--- config.mk ---
export PLATFORM = sky130hd
export DESIGN_NAME = pipe_ctrl_flat
export DESIGN_NICKNAME = d
export VERILOG_FILES = /design/src/rtl/pipe_pkg.sv /design/src/rtl/pipe_ctrl_if.sv /design/src/rtl/pipe_stall_chain.sv /design/src/rtl/pipe_ctrl.sv /design/src/flat_wrapper.sv
export SDC_FILE = /design/constraint.sdc
export NUM_CORES = 1
export LEC_CHECK = 0
export ABC_CLOCK_PERIOD_IN_PS = 2500
export CORE_MARGIN = 5
export CORE_UTILIZATION = 48
export CTS_CLUSTER_SIZE = 14
export DETAILED_ROUTE_END_ITERATION = 8
export PLACE_DENSITY = 0.79
export SETUP_SLACK_MARGIN = 0.2
export SLEW_MARGIN = 25
export SYNTH_ARGS = -nofsm -noshare
export SYNTH_HDL_FRONTEND = slang
export SYNTH_SLANG_ARGS = --single-unit
export TNS_END_PERCENT = 50
--- constraint.sdc ---
create_clock -name i_clk -period 2.5 [get_ports i_clk]
set_input_delay 0.5 -clock i_clk [delete_from_list [all_inputs] [get_ports i_clk]]
set_output_delay 0.5 -clock i_clk [all_outputs]
set_load 0.02 [all_outputs]
--- src/rtl/pipe_pkg.sv ---
`default_nettype none
// ============================================================================
// Module   : pipe_pkg
// Purpose  : Shared constants for the pipeline stall/flush controller.
//            Holds the flush-sequencer state encoding and the width and
//            saturation value of the source-stall performance counter.
// Revision : 1.0 - initial release
// ============================================================================
package pipe_pkg;

  // Flush-sequencer state encoding
  localparam logic [0:0] S_IDLE  = 1'b0;
  localparam logic [0:0] S_FLUSH = 1'b1;

  // Source-stall performance counter
  localparam int                     STALL_CNT_W   = 16;
  localparam logic [STALL_CNT_W-1:0] STALL_CNT_MAX = {STALL_CNT_W{1'b1}};

  // Flush cycle counter width (FLUSH_CYCLES is at most 15)
  localparam int FLUSH_CNT_W = 4;

endpackage
`default_nettype wire

--- src/rtl/pipe_ctrl_if.sv ---
`default_nettype none
// ============================================================================
// Module   : pipe_ctrl_if
// Purpose  : Handshake bundle between the pipeline stages and the central
//            stall/flush controller.
//   i_stage_valid     : valid flag of each stage's output register
//   i_stage_stall_req : internal stall condition of each stage
//   i_sink_ready      : consumer after the last stage can accept
//   o_stage_stall     : stall to each stage
//   o_stage_ce        : per-stage clock enable
//   master modport = pipeline side, slave modport = controller side.
// Revision : 1.0 - initial release
// ============================================================================
interface pipe_ctrl_if #(
  parameter int NUM_STAGES = 4
);
  logic [NUM_STAGES-1:0] i_stage_valid;
  logic [NUM_STAGES-1:0] i_stage_stall_req;
  logic                  i_sink_ready;
  logic [NUM_STAGES-1:0] o_stage_stall;
  logic [NUM_STAGES-1:0] o_stage_ce;

  modport master (
    output i_stage_valid,
    output i_stage_stall_req,
    output i_sink_ready,
    input  o_stage_stall,
    input  o_stage_ce
  );

  modport slave (
    input  i_stage_valid,
    input  i_stage_stall_req,
    input  i_sink_ready,
    output o_stage_stall,
    output o_stage_ce
  );
endinterface
`default_nettype wire

--- src/rtl/pipe_stall_chain.sv ---
`default_nettype none
// ============================================================================
// Module   : pipe_stall_chain
// Purpose  : Purely combinational backward stall chain and per-stage clock
//            enable generator.
//   i_valid      : valid flag of each stage's output register
//   i_stall_req  : internal stall request of each stage
//   i_sink_ready : consumer after the last stage can accept
//   i_flush      : active flush mask (forces ce low)
//   o_stall      : stall to each stage
//   o_ce         : per-stage clock enable
// Revision : 1.0 - initial release
// ============================================================================
module pipe_stall_chain #(
  parameter int NUM_STAGES = 4
) (
  input  wire logic [NUM_STAGES-1:0] i_valid,
  input  wire logic [NUM_STAGES-1:0] i_stall_req,
  input  wire logic                  i_sink_ready,
  input  wire logic [NUM_STAGES-1:0] i_flush,
  output logic      [NUM_STAGES-1:0] o_stall,
  output logic      [NUM_STAGES-1:0] o_ce
);

  logic [NUM_STAGES-1:0] w_stall;

  // Walk from the sink back to the source. A stage only forwards the
  // downstream stall when it actually holds data, so bubbles absorb stalls.
  always_comb begin
    w_stall                 = '0;
    w_stall[NUM_STAGES-1]   = i_stall_req[NUM_STAGES-1] |
                              (i_valid[NUM_STAGES-1] & ~i_sink_ready);
    for (int i = NUM_STAGES - 2; i >= 0; i--) begin
      w_stall[i] = i_stall_req[i] | (i_valid[i] & w_stall[i+1]);
    end
  end

  assign o_stall = w_stall;
  // Flush takes precedence: a flushed stage never loads.
  assign o_ce    = ~w_stall & ~i_flush;

endmodule
`default_nettype wire

--- src/rtl/pipe_ctrl.sv ---
`default_nettype none
// ============================================================================
// Module   : pipe_ctrl
// Purpose  : Central stall/flush sequencer for a linear valid/ready pipeline.
//   i_clk, i_rst    : clock, asynchronous active-high reset
//   pif (slave)     : stage valid / stall request / sink ready in,
//                     per-stage stall and clock enable out
//   i_flush_req     : single-cycle flush request
//   i_flush_stage   : flush stages 0..i_flush_stage (clamped to all stages)
//   o_stage_flush   : per-stage flush, held FLUSH_CYCLES cycles
//   o_busy          : flush sequence in progress
//   o_stall_count   : saturating count of cycles with stage 0 stalled
// Revision : 1.0 - initial release
// ============================================================================
module pipe_ctrl
  import pipe_pkg::*;
#(
  parameter int NUM_STAGES   = 4,
  parameter int FLUSH_CYCLES = 2,
  parameter int SW           = 4
) (
  input  wire logic                   i_clk,
  input  wire logic                   i_rst,
  pipe_ctrl_if.slave                  pif,
  input  wire logic                   i_flush_req,
  input  wire logic [SW-1:0]          i_flush_stage,
  output logic      [NUM_STAGES-1:0]  o_stage_flush,
  output logic                        o_busy,
  output logic      [STALL_CNT_W-1:0] o_stall_count
);

  localparam logic [FLUSH_CNT_W-1:0] c_CNT_LOAD = FLUSH_CNT_W'(FLUSH_CYCLES - 1);

  logic [0:0]             r_state;
  logic [0:0]             w_state_nxt;
  logic [NUM_STAGES-1:0]  r_mask;
  logic [NUM_STAGES-1:0]  w_mask_nxt;
  logic [FLUSH_CNT_W-1:0] r_cnt;
  logic [FLUSH_CNT_W-1:0] w_cnt_nxt;
  logic [NUM_STAGES-1:0]  w_new_mask;
  logic [STALL_CNT_W-1:0] r_stall_count;

  // Prefix mask 0..i_flush_stage; indices past the last stage naturally
  // select every stage, which gives the clamp for free.
  always_comb begin
    w_new_mask = '0;
    for (int i = 0; i < NUM_STAGES; i++) begin
      w_new_mask[i] = (32'(i) <= 32'(i_flush_stage));
    end
  end

  // State register
  always_ff @(posedge i_clk or posedge i_rst) begin
    if (i_rst) begin
      r_state <= S_IDLE;
      r_mask  <= '0;
      r_cnt   <= '0;
    end else begin
      r_state <= w_state_nxt;
      r_mask  <= w_mask_nxt;
      r_cnt   <= w_cnt_nxt;
    end
  end

  // Next-state logic. A request in FLUSH, including the cycle the counter
  // hits zero, widens the mask and restarts the full flush duration.
  always_comb begin
    w_state_nxt = r_state;
    w_mask_nxt  = r_mask;
    w_cnt_nxt   = r_cnt;
    case (r_state)
      S_IDLE: begin
        if (i_flush_req) begin
          w_state_nxt = S_FLUSH;
          w_mask_nxt  = w_new_mask;
          w_cnt_nxt   = c_CNT_LOAD;
        end
      end
      S_FLUSH: begin
        if (i_flush_req) begin
          w_mask_nxt = r_mask | w_new_mask;
          w_cnt_nxt  = c_CNT_LOAD;
        end else if (r_cnt == '0) begin
          w_state_nxt = S_IDLE;
          w_mask_nxt  = '0;
        end else begin
          w_cnt_nxt = r_cnt - FLUSH_CNT_W'(1);
        end
      end
      default: begin
        w_state_nxt = S_IDLE;
        w_mask_nxt  = '0;
        w_cnt_nxt   = '0;
      end
    endcase
  end

  // Output logic
  always_comb begin
    o_stage_flush = '0;
    o_busy        = 1'b0;
    if (r_state == S_FLUSH) begin
      o_stage_flush = r_mask;
      o_busy        = 1'b1;
    end
  end

  pipe_stall_chain #(
    .NUM_STAGES (NUM_STAGES)
  ) u_stall_chain (
    .i_valid      (pif.i_stage_valid),
    .i_stall_req  (pif.i_stage_stall_req),
    .i_sink_ready (pif.i_sink_ready),
    .i_flush      (o_stage_flush),
    .o_stall      (pif.o_stage_stall),
    .o_ce         (pif.o_stage_ce)
  );

  // Source-stall performance counter, saturating
  always_ff @(posedge i_clk or posedge i_rst) begin
    if (i_rst) begin
      r_stall_count <= '0;
    end else if (pif.o_stage_stall[0] && (r_stall_count != STALL_CNT_MAX)) begin
      r_stall_count <= r_stall_count + STALL_CNT_W'(1);
    end
  end

  assign o_stall_count = r_stall_count;

endmodule
`default_nettype wire

--- src/flat_wrapper.sv ---
// flat-port wrapper written by rule: the top's interface ports become plain ports
module pipe_ctrl_flat import pipe_pkg::*;
#(
  parameter int NUM_STAGES   = 4,
  parameter int FLUSH_CYCLES = 2,
  parameter int SW           = 4
)
  (i_clk, i_rst, i_flush_req, i_flush_stage, o_stage_flush, o_busy, o_stall_count, pif_i_stage_valid, pif_i_stage_stall_req, pif_i_sink_ready, pif_o_stage_stall, pif_o_stage_ce);
  pipe_ctrl_if #(.NUM_STAGES(NUM_STAGES)) pif_i ();
  input  wire logic i_clk;
  input  wire logic i_rst;
  input  wire logic i_flush_req;
  input  wire logic [SW-1:0] i_flush_stage;
  output logic      [NUM_STAGES-1:0] o_stage_flush;
  output logic o_busy;
  output logic      [STALL_CNT_W-1:0] o_stall_count;
  input wire logic [$bits(pif_i.i_stage_valid)-1:0] pif_i_stage_valid;
  input wire logic [$bits(pif_i.i_stage_stall_req)-1:0] pif_i_stage_stall_req;
  input wire logic [$bits(pif_i.i_sink_ready)-1:0] pif_i_sink_ready;
  output wire logic [$bits(pif_i.o_stage_stall)-1:0] pif_o_stage_stall;
  output wire logic [$bits(pif_i.o_stage_ce)-1:0] pif_o_stage_ce;
  assign pif_i.i_stage_valid = pif_i_stage_valid;
  assign pif_i.i_stage_stall_req = pif_i_stage_stall_req;
  assign pif_i.i_sink_ready = pif_i_sink_ready;
  assign pif_o_stage_stall = pif_i.o_stage_stall;
  assign pif_o_stage_ce = pif_i.o_stage_ce;
  pipe_ctrl #(.NUM_STAGES(NUM_STAGES), .FLUSH_CYCLES(FLUSH_CYCLES), .SW(SW)) u_core (.i_clk(i_clk), .i_rst(i_rst), .pif(pif_i), .i_flush_req(i_flush_req), .i_flush_stage(i_flush_stage), .o_stage_flush(o_stage_flush), .o_busy(o_busy), .o_stall_count(o_stall_count));
endmodule
Word-level counts from Yosys, hierarchy flattened
Index checks and enable logic that the tools add are counted.
W data, S select, Z words.
{"block": "classes", "n_addsub": 2, "n_lt_le_gt_ge": 3, "eq_ne": 4, "n_mux": 14, "n_bitwise": 14, "n_reduce_logical": 4}
{"op": "$mux W4", "n": 7}
{"op": "$add A16 B1 Y16 const B", "n": 1}
{"op": "$ne A16 B16 Y1 const B", "n": 1}
{"op": "$pmux W4 S2", "n": 2}
{"op": "$le A2 B4 Y1 const A", "n": 2}
{"op": "$not A4 Y4", "n": 2}
{"op": "$ne A3 B3 Y1 const B", "n": 2}
{"op": "$and A1 B1 Y1", "n": 4}
{"op": "$and A4 B4 Y4", "n": 1}
{"op": "$le A1 B4 Y1 const A", "n": 1}
{"op": "$logic_not A4 Y1", "n": 1}
{"op": "$mux W1", "n": 4}
{"op": "$or A1 B1 Y1", "n": 4}
{"op": "$or A4 B4 Y4", "n": 1}
{"op": "$reduce_and A2 Y1", "n": 2}
{"op": "$sub A4 B1 Y4 const B", "n": 1}
{"op": "$ne A2 B2 Y1 const B", "n": 1}
{"op": "$not A1 Y1", "n": 2}
{"op": "$pmux W1 S2", "n": 1}
{"op": "$logic_and A1 B1 Y1", "n": 1}
{"block": "word_totals", "reg_bits": 25, "in_bits": 16, "out_inout_bits": 29, "wordCells": 45}

Logic depth before layout (Yosys ltp)
Gate-level depths: netlist (run 1).
{"block": "logic_depth", "ltp_word": 11, "depth_mapped": 7, "ltp_nobuf": 7}

Cells and area by module
A second synthesis (run 1) with hierarchy kept.
{"block": "hier_totals", "cells_unflattened": 131, "hier_area_um2": 1362.6}
{"mod": "pipe_ctrl", "n_inst": 1, "cells_each": 116, "area_each_um2": 1262.5, "seq_area_each_um2": 625.6}
{"mod": "pipe_stall_chain", "n_inst": 1, "cells_each": 15, "area_each_um2": 100.1, "seq_area_each_um2": 0.0}

Least setup slack after synthesis (run 1)
No wires, ideal clock.
{"block": "synth_path", "path_kind": "input to output", "startpoint": "input port pif_i_stage_valid[2]", "endpoint": "output port pif_o_stage_ce[0]", "t_arrival_ns": 1.669, "t_required_ns": 2.000, "setup_slack_ns": 0.331, "stages": 6, "n_path_buf": 1, "path_cell_list": "a21oi_2 nand2_4 a31oi_4 buf_6 inv_1 nor2_1"}
{"block": "synth_via", "elab_chain_cells": 8}
{"item": "from (decl)", "line_no": "flat_wrapper.sv:17", "source": "input wire logic [$bits(pif_i.i_stage_valid)-1:0] pif_i_stage_valid;"}
{"item": "$and A1 B1 Y1", "line_no": "pipe_stall_chain.sv:34", "source": "w_stall[i] = i_stall_req[i] | (i_valid[i] & w_stall[i+1]);"}
{"item": "$or A1 B1 Y1", "line_no": "pipe_stall_chain.sv:34"}
{"item": "via pif_o_stage_stall[2]", "line_no": "flat_wrapper.sv:20", "source": "output wire logic [$bits(pif_i.o_stage_stall)-1:0] pif_o_stage_stall;"}
{"item": "$and A1 B1 Y1", "line_no": "pipe_stall_chain.sv:34"}
{"item": "$or A1 B1 Y1", "line_no": "pipe_stall_chain.sv:34"}
{"item": "$and A1 B1 Y1", "line_no": "pipe_stall_chain.sv:34"}
{"item": "$or A1 B1 Y1", "line_no": "pipe_stall_chain.sv:34"}
{"item": "via pif_o_stage_stall[0]", "line_no": "flat_wrapper.sv:20"}
{"item": "$not A4 Y4", "line_no": "pipe_stall_chain.sv:40", "source": "assign o_ce = ~w_stall & ~i_flush;"}
{"item": "$and A4 B4 Y4", "line_no": "pipe_stall_chain.sv:40"}
{"item": "to (decl)", "line_no": "flat_wrapper.sv:21", "source": "output wire logic [$bits(pif_i.o_stage_ce)-1:0] pif_o_stage_ce;"}
The timed path passes the listed nets, and every way through them passes these cells.

Worst setup path in the final report (run 1)
{"block": "layout_path", "startpoint": "input port pif_i_stage_valid[3]", "endpoint": "output port pif_o_stage_stall[3]"}
{"block": "layout_via", "elab_chain_cells": 2}
{"item": "$and A1 B1 Y1", "line_no": "pipe_stall_chain.sv:32", "source": "(i_valid[NUM_STAGES-1] & ~i_sink_ready);"}
{"item": "$or A1 B1 Y1", "line_no": "pipe_stall_chain.sv:31", "source": "w_stall[NUM_STAGES-1] = i_stall_req[NUM_STAGES-1] |"}
{"item": "to (decl)", "line_no": "flat_wrapper.sv:20"}
No other way between the ends.

==> flow_metrics.tcl, run 1 <==
set metrics [dict create \
    status "completed" \
    combPwrFrac 0.528 \
    fillerInstances 231 \
    post_place_cells 207 \
    avgSynthCellArea_sq_um 11.0 \
    hold_violation_total_from_the_final_report 0 \
    drv_cap 0 \
    worstPathRequired_ns 2.00 \
    leakage_nw 0.833 \
    cell_internal_pwr_mw 1.13 \
    cts_sink_cnt 25 \
    grt_pass1_wl_mm 5.22 \
    number_of_nets_with_antenna_violations_after_routing 0 \
    via_cell_ratio 5.34 \
    postSynthNetCount 148 \
    worstSetupEndpointType "output pin" \
    critPathLaunchType "input port" \
    dieHeight_um 64.4 \
    ctsLongestPathBuffers 2 \
    netlist.area_leader.share 0.441 \
    multi_input_comb_area_sq_um 742 \
    power_density_of_the_placed_cells_mw_per_mm2 1020 \
    netSwitchingPower_mw 0.856 \
    io_buffers 44 \
    cp.buffers_inverters 2 \
    clockRootBuffer "sky130_fd_sc_hd__clkbuf_4" \
    synthesis.yosys.warnings 0 \
    max_slew_margin 0.690 \
    grt_antenna_before_repair 0 \
    remaining_global_route_overflow 0 \
    yosys-top-cells-count "sky130_fd_sc_hd__dfrtp_1, sky130_fd_sc_hd__xor2_1, sky130_fd_sc_hd__nand2_1" \
    number_of_standard_cells_in_the_final_layout_excluding_fillers 211 \
    timing.clock.skew_ns 0.00494 \
    finalHoldWorstSlack_ns 0.492 \
    route.final.wire_length_mm 3.00 \
    grt_start_max_net_pins 26 \
    post-dp-hpwl_mm 2.35 \
    insertedDiodeCount 0 \
    cts_setup_buffers 0 \
    synth_area_leader_cell "sky130_fd_sc_hd__dfrtp_1" \
    areaGrowthSynthToFinish_pct 36.6 \
    cts_made_buffers 3 \
    power.clock.fraction 0.098 \
    placed_area_sq_mm 0.00192 \
    cp_slowest_cell "sky130_fd_sc_hd__clkdlybuf4s50_1" \
    vias 1127 \
    initial_utilization 0.506 \
    setup_viol 0 \
    first_pass_iters 4 \
    cts-htree-levels 1 \
    async_reset_ff_frac 1.00 \
    share_seq_of_total_power 0.373 \
    drc_viols 0 \
    gp_congestion 0.834 \
    first_global_vias 1165 \
    max_freq_mhz 433 \
    post-route-cell-area_sq_mm 0.00194 \
    fin_crit_sh 0.924 \
    cp_max_fo 2 \
    synth_cells 129 \
    violation_count_after_the_first_detailed_route_iteration 30 \
    cp_data_arrival_time_ns 1.81 \
    routed_wire_length_per_instance_um 14.2 \
    cp_cell_sequence "clkdlybuf4s50_1 -> a21o_1 -> clkdlybuf4s50_1" \
    holdBufCountCts 0 \
    design.die.area_sq_mm 0.00415 \
    seq_total_area_yosys 0.441 \
    ios 45 \
    crit_top_cell "sky130_fd_sc_hd__clkdlybuf4s50_1" \
    max-vdd-ir-drop_uv 581 \
    drive_gt1_frac 0.172 \
    setup_repair_after_global_routing_missed_its_margin "yes" \
    min_period_ns 2.31 \
    post-route-worst-setup-slack_ns 0.190 \
    clock_latency_ns 0.33 \
    regArea_sq_um 626 \
    swShare 0.431 \
    gr-usage-all-layers 0.157 \
    synth.distinct_cells 36 \
    synthesis.area_sq_mm 0.00142 \
    placeableCoreArea_sq_mm 0.00281 \
    place_worst_setup_slack_ns -0.247 \
    timing_worst_slew_pin_value_ns 0.461 \
    synthFlopType "sky130_fd_sc_hd__dfrtp_1" \
    post-synth-top-count-cell "sky130_fd_sc_hd__dfrtp_1" \
    fp.dieW_um 64.4 \
    timing.reg2reg.setup_slack_ns 0.60 \
    layout.nets 200 \
    number_of_placement_rows 19 \
    final_max_slew_viol_count 0 \
    synth.area.top_cells "sky130_fd_sc_hd__dfrtp_1, sky130_fd_sc_hd__xor2_1, sky130_fd_sc_hd__nand2_1, sky130_fd_sc_hd__nor4_4, sky130_fd_sc_hd__nor2_1" \
    critPathTopFamily "buffers and inverters" \
    min_delay_path_class "in2async" \
    yosys_register_bits 25 \
    setup_tns_ns 0 \
    worst_path_largest_cell_delay_ns 0.61 \
    clock_tree_from_tritoncts "done" \
    clk_pin_slew_ns 0.14 \
    synth_enable_flop_cells 0 \
    ws_path_type "in2out" \
]
## cell usage in the layout (no fill, tap or decap), drive strengths merged, types with 2 or more instances in the layout
| cell | instances |
|---|---|
| inv | 7 |
| xor2 | 14 |
| nand4 | 3 |
| buf | 7 |
| nor2 | 11 |
| and2 | 4 |
| ha | 3 |
| clkbuf | 5 |
| dfrtp | 25 |
| nor3 | 6 |
| nand2 | 13 |
| clkdlybuf4s50 | 36 |
| nor4 | 5 |
| nor4b | 4 |
| a21o | 4 |
| a22o | 2 |
| xnor2 | 3 |
| nor3b | 2 |
| nand3 | 6 |
| dlymetal6s2s | 3 |
| mux2 | 3 |
## cell families (layout without fill, tap and decap cells)
family,after synthesis,after routing,share of synthesized area
flip-flops,25,25,0.441
AO/OA/AOI/OAI,11,11,0.0696
AND/OR/NAND/NOR,60,60,0.298
XOR/XNOR,17,17,0.105
multiplexers,3,3,0.0238
buffers and inverters,10,61,0.0370
adder cells (fa/ha/maj),3,3,0.0264
## repair_timing
| item | 4_1_cts | 5_1_grt |
|---|---|---|
| setup endpoints to repair | 8 | 8 |
| resized for setup | 9 | 7 |
| pin swaps | 1 | 1 |
## final timing paths
| path | from | end | cells after the start |
|---|---|---|---|
| setup / recovery | pif_i_stage_valid[3] | pif_o_stage_stall[3] | 3 |
| hold / removal | i_rst | u_core.o_stall_count[10] | 3 |
| setup reg to reg | u_core.o_stall_count[0] | u_core.o_stall_count[9] | 6 |
| hold reg to reg | u_core.o_stall_count[15] | u_core.o_stall_count[15] | 1 |
| max in group asynchronous | i_rst | u_core.r_cnt[2] | 3 |
| min in group i_clk | u_core.o_stall_count[15] | u_core.o_stall_count[15] | 1 |
## final cells by class
cell class | count | share of cell area
multi-input combinational | 94 | 0.383
sequential | 25 | 0.323
timing repair buffer | 50 | 0.246
tap | 31 | 0.0200
inverter | 7 | 0.0135
clock buffer | 3 | 0.0116
clock inverter | 1 | 0.00387
## sequential cells by signal, indices dropped and copies added (netlist names)
name and cells:
u_core.r_mask 4, u_core.r_state 1, u_core.o_stall_count 16, u_core.r_cnt 4
## power groups by stage
stage	clock network, mW	registers (mW)	logic [mW]
2_1_floorplan	0	0.834	0.511
4_1_cts	0.203	0.741	1.07
5_1_grt	0.222	0.771	1.12
6_report	0.195	0.740	1.05
3_5_place_dp	0	0.746	1.07
3_3_place_gp	0	0.741	1.05
## per-stage QoR
step	power, mW	utilization
floorplan	1.35	-
global placement	1.79	0.684
detailed placement	1.82	0.684
CTS	2.01	0.691
global route	2.12	0.691
finish	1.98	0.691
## layer usage
metal / vias to the layer above / wire length, um / track usage / part of all wire
li1: 544 / - / - / -
met1: 555 / 1240 / 0.177 / 0.41
met2: 23 / 1590 / 0.293 / 0.53
met3: 5 / 144 / 0.0420 / 0.048
met4: 0 / 26 / 0.0396 / 0.0087
met5: - / 0 / 0 / 0
## worst reg2reg max path, stage by stage (launching register included)
cell,delay (ns)
sky130_fd_sc_hd__dfrtp_1,0.49
sky130_fd_sc_hd__ha_1,0.29
sky130_fd_sc_hd__nand4_1,0.16
sky130_fd_sc_hd__nor4_4,0.37
sky130_fd_sc_hd__buf_4,0.25
sky130_fd_sc_hd__nor3_1,0.07
sky130_fd_sc_hd__xor2_1,0.15
Note: power is estimated with default switching activity, not from simulation.
==> inputs of run 2 (changes only) <==
--- a/config.mk
+++ b/config.mk
@@ -6,9 +6,10 @@
 export NUM_CORES = 1
 export LEC_CHECK = 0
 export ABC_CLOCK_PERIOD_IN_PS = 2500
+export CAP_MARGIN = 20
 export CORE_MARGIN = 5
 export CORE_UTILIZATION = 48
-export CTS_CLUSTER_SIZE = 14
+export CTS_CLUSTER_SIZE = 28
 export DETAILED_ROUTE_END_ITERATION = 8
 export PLACE_DENSITY = 0.79
 export SETUP_SLACK_MARGIN = 0.2
==> results of run 2 <==
Same layout as run 1: the final DEF is identical, and so are final timing and power.
==> edit, RTL diff (settings of run 1) <==
Reset style: synchronous (`i_rst`), changed in 2 clocked blocks. Comments in the files are not updated.
--- a/src/rtl/pipe_ctrl.sv
+++ b/src/rtl/pipe_ctrl.sv
@@ -50,7 +50,7 @@
   end
 
   // State register
-  always_ff @(posedge i_clk or posedge i_rst) begin
+  always_ff @(posedge i_clk) begin
     if (i_rst) begin
       r_state <= S_IDLE;
       r_mask  <= '0;
@@ -117,7 +117,7 @@
   );
 
   // Source-stall performance counter, saturating
-  always_ff @(posedge i_clk or posedge i_rst) begin
+  always_ff @(posedge i_clk) begin
     if (i_rst) begin
       r_stall_count <= '0;
     end else if (pif.o_stage_stall[0] && (r_stall_count != STALL_CNT_MAX)) begin
Check against the original RTL: differs if i_rst is asserted again (counterexample within 4 cycles, from zero or initial values and one cycle with i_rst high); with i_rst held inactive, the same outputs for 10 cycles.
==> edit against run 1 <==
  * Synthesized cell count up 27%
  * Design area up 1.4%
  * Worst setup slack better by 110 ps
  * Sequential cell count unchanged
  * Critical path depth up 4
  * Final cell count up 18%
  * Wire length up 19%
  * Count of clock-buffer cells in the layout up 1
  * Synthesized area up 0.53%
  * Clock skew up 8.2 ps
  * First-iteration DRC count up 100%
Power is not compared: it rests on default switching activity, and its combinational part moved more than twofold at a synthesized area within 25%.
==> edit: results (changes against run 1) <==
[setup_path]
slowest_delay_ps=430  ; was 610 ps
worst-r2r-cell-count=5  ; was 6
rrSetupSlack_ps=680  ; was 600 ps
startpoint=pif_i_stage_stall_req[1]  ; was pif_i_stage_valid[3]
r2r_end=u_core.o_stall_count[5]  ; was u_core.o_stall_count[9]
endpoint=pif_o_stage_ce[0]  ; was pif_o_stage_stall[3]
reg2reg_from=u_core.o_stall_count[12]  ; was u_core.o_stall_count[0]
critPathMaxFanout=3  ; was 2

[yosys]
syn_avg_cell_area_um2=8.70  ; was 11.0 µm²
synth-async-reset-ratio=0  ; was 1.00
synth_nets=183  ; was 148
seq_area_frac_synth=0.351  ; was 0.441
yosys-top-cells-count=dfxtp_1 (25), nor2_1 (22), a21oi_1 (12)  ; was dfrtp_1 (25), xor2_1 (14), nand2_1 (12)

[detailed_routing]
wl_per_cell_um=14.3  ; was 14.2 µm
first_iter_violations=61  ; was 30
vias=1410  ; was 1,127

[placement]
routabilityCongestion=0.891  ; was 0.834
placedCellCount=245  ; was 207
hpwl_um=2820  ; was 2350 µm
dpl_cell_area_um2=1950  ; was 1920 µm²

[global_routing]
grt_max_degree=19  ; was 26
grt_use_met3=0.0466  ; was 0.0420
met2_usage=0.296  ; was 0.293
grt_pass1_wl_um=5920  ; was 5220 µm
grtUsageMet1=0.213  ; was 0.177
grt_pass1_vias=1315  ; was 1,165
grtUsageTotal=0.174  ; was 0.157

[outcome]
outcome=finished, final reports clean  ; unchanged

[sta]
worst_pin_slew_ps=609  ; was 461 ps
clock_skew_ps=13.1  ; was 4.94 ps

[finish]
seq_area_um2=500  ; was 626 µm²
fin_nets=238  ; was 200
nFillCells=240  ; was 231

[pwr]
p_leak_uw=0.000757

[worst_hold_path]
hp-class=reg -> reg  ; was in -> async

[edit: cell types whose count changed after synthesis, moves of 7 or more]
cell and change:
dfrtp_1 -25, dfxtp_1 +25, a21oi_1 +12, xor2_1 -12, nor2_1 +11, nor2b_1 +7
[edit: repair_timing]
| action | CTS | global route |
|---|---|---|
| resized for setup | 24 | 7 |
| endpoints found under the setup margin | 8 | 7 |
| hold buffers | 0 | 0 |
| pin swaps | 2 | 4 |
[edit: per-layer routing]
metal / vias to the layer above / share of wire
li1: 711 / -
met1: 654 / 0.44
met2: 43 / 0.48
met3: 2 / 0.069
met4: 0 / 0.0053
met5: - / 0
[edit: worst reg2reg max path: cells and delay by family, from the launching register on]
family	cells	cell delay, ps
simple gates	4	920
flops	1	470
mux	1	330
[edit: area by class of cell]
type / count / area share
Sequential cell: 25 / 0.254
Multi-Input combinational cell: 129 / 0.442
Tap cell: 31 / 0.0197
Clock buffer: 4 / 0.0134
Timing Repair Buffer: 55 / 0.261
Inverter: 5 / 0.00954
[edit: logic make-up after synthesis]
kind of cell	after synthesis	share of synthesized area
and+or+nand+nor	76	0.291
AOI/OAI and AO/OA	38	0.201
DFF	25	0.351
buffers and inverters	10	0.0438
muxes	8	0.0631
xor gates and xnor gates	4	0.0245
adders and majority gates	3	0.0263
[edit: where the power goes]
group | leakage (µW) | switching [µW] | internal [µW]
clock network | 0.0000150 | 111 | 62.2
registers | 0.000204 | 12.3 | 411
logic | 0.000538 | 86.5 | 84.8
total | 0.000757 | 209 | 558
[edit: stage by stage]
stage | power [µW] | setup slack, ps
after global placement | 602 | -398
after CTS | 777 | 69.3
after detailed placement | 608 | -421
final | 768 | 297
after floorplan | 523 | 250
after global routing | 816 | 214
[edit: how the worst min path moves through the flow]
stage,from,end,slack (ps),cells past startpoint
after global routing,u_core.r_mask[1],u_core.r_mask[1],480,2
after global placement,u_core.r_mask[2],u_core.r_mask[2],440,2
final,u_core.r_mask[1],u_core.r_mask[1],460,2
after detailed placement,u_core.r_mask[1],u_core.r_mask[1],440,2
after CTS,u_core.r_mask[1],u_core.r_mask[1],460,2
after floorplan,u_core.r_mask[1],u_core.r_mask[1],420,2
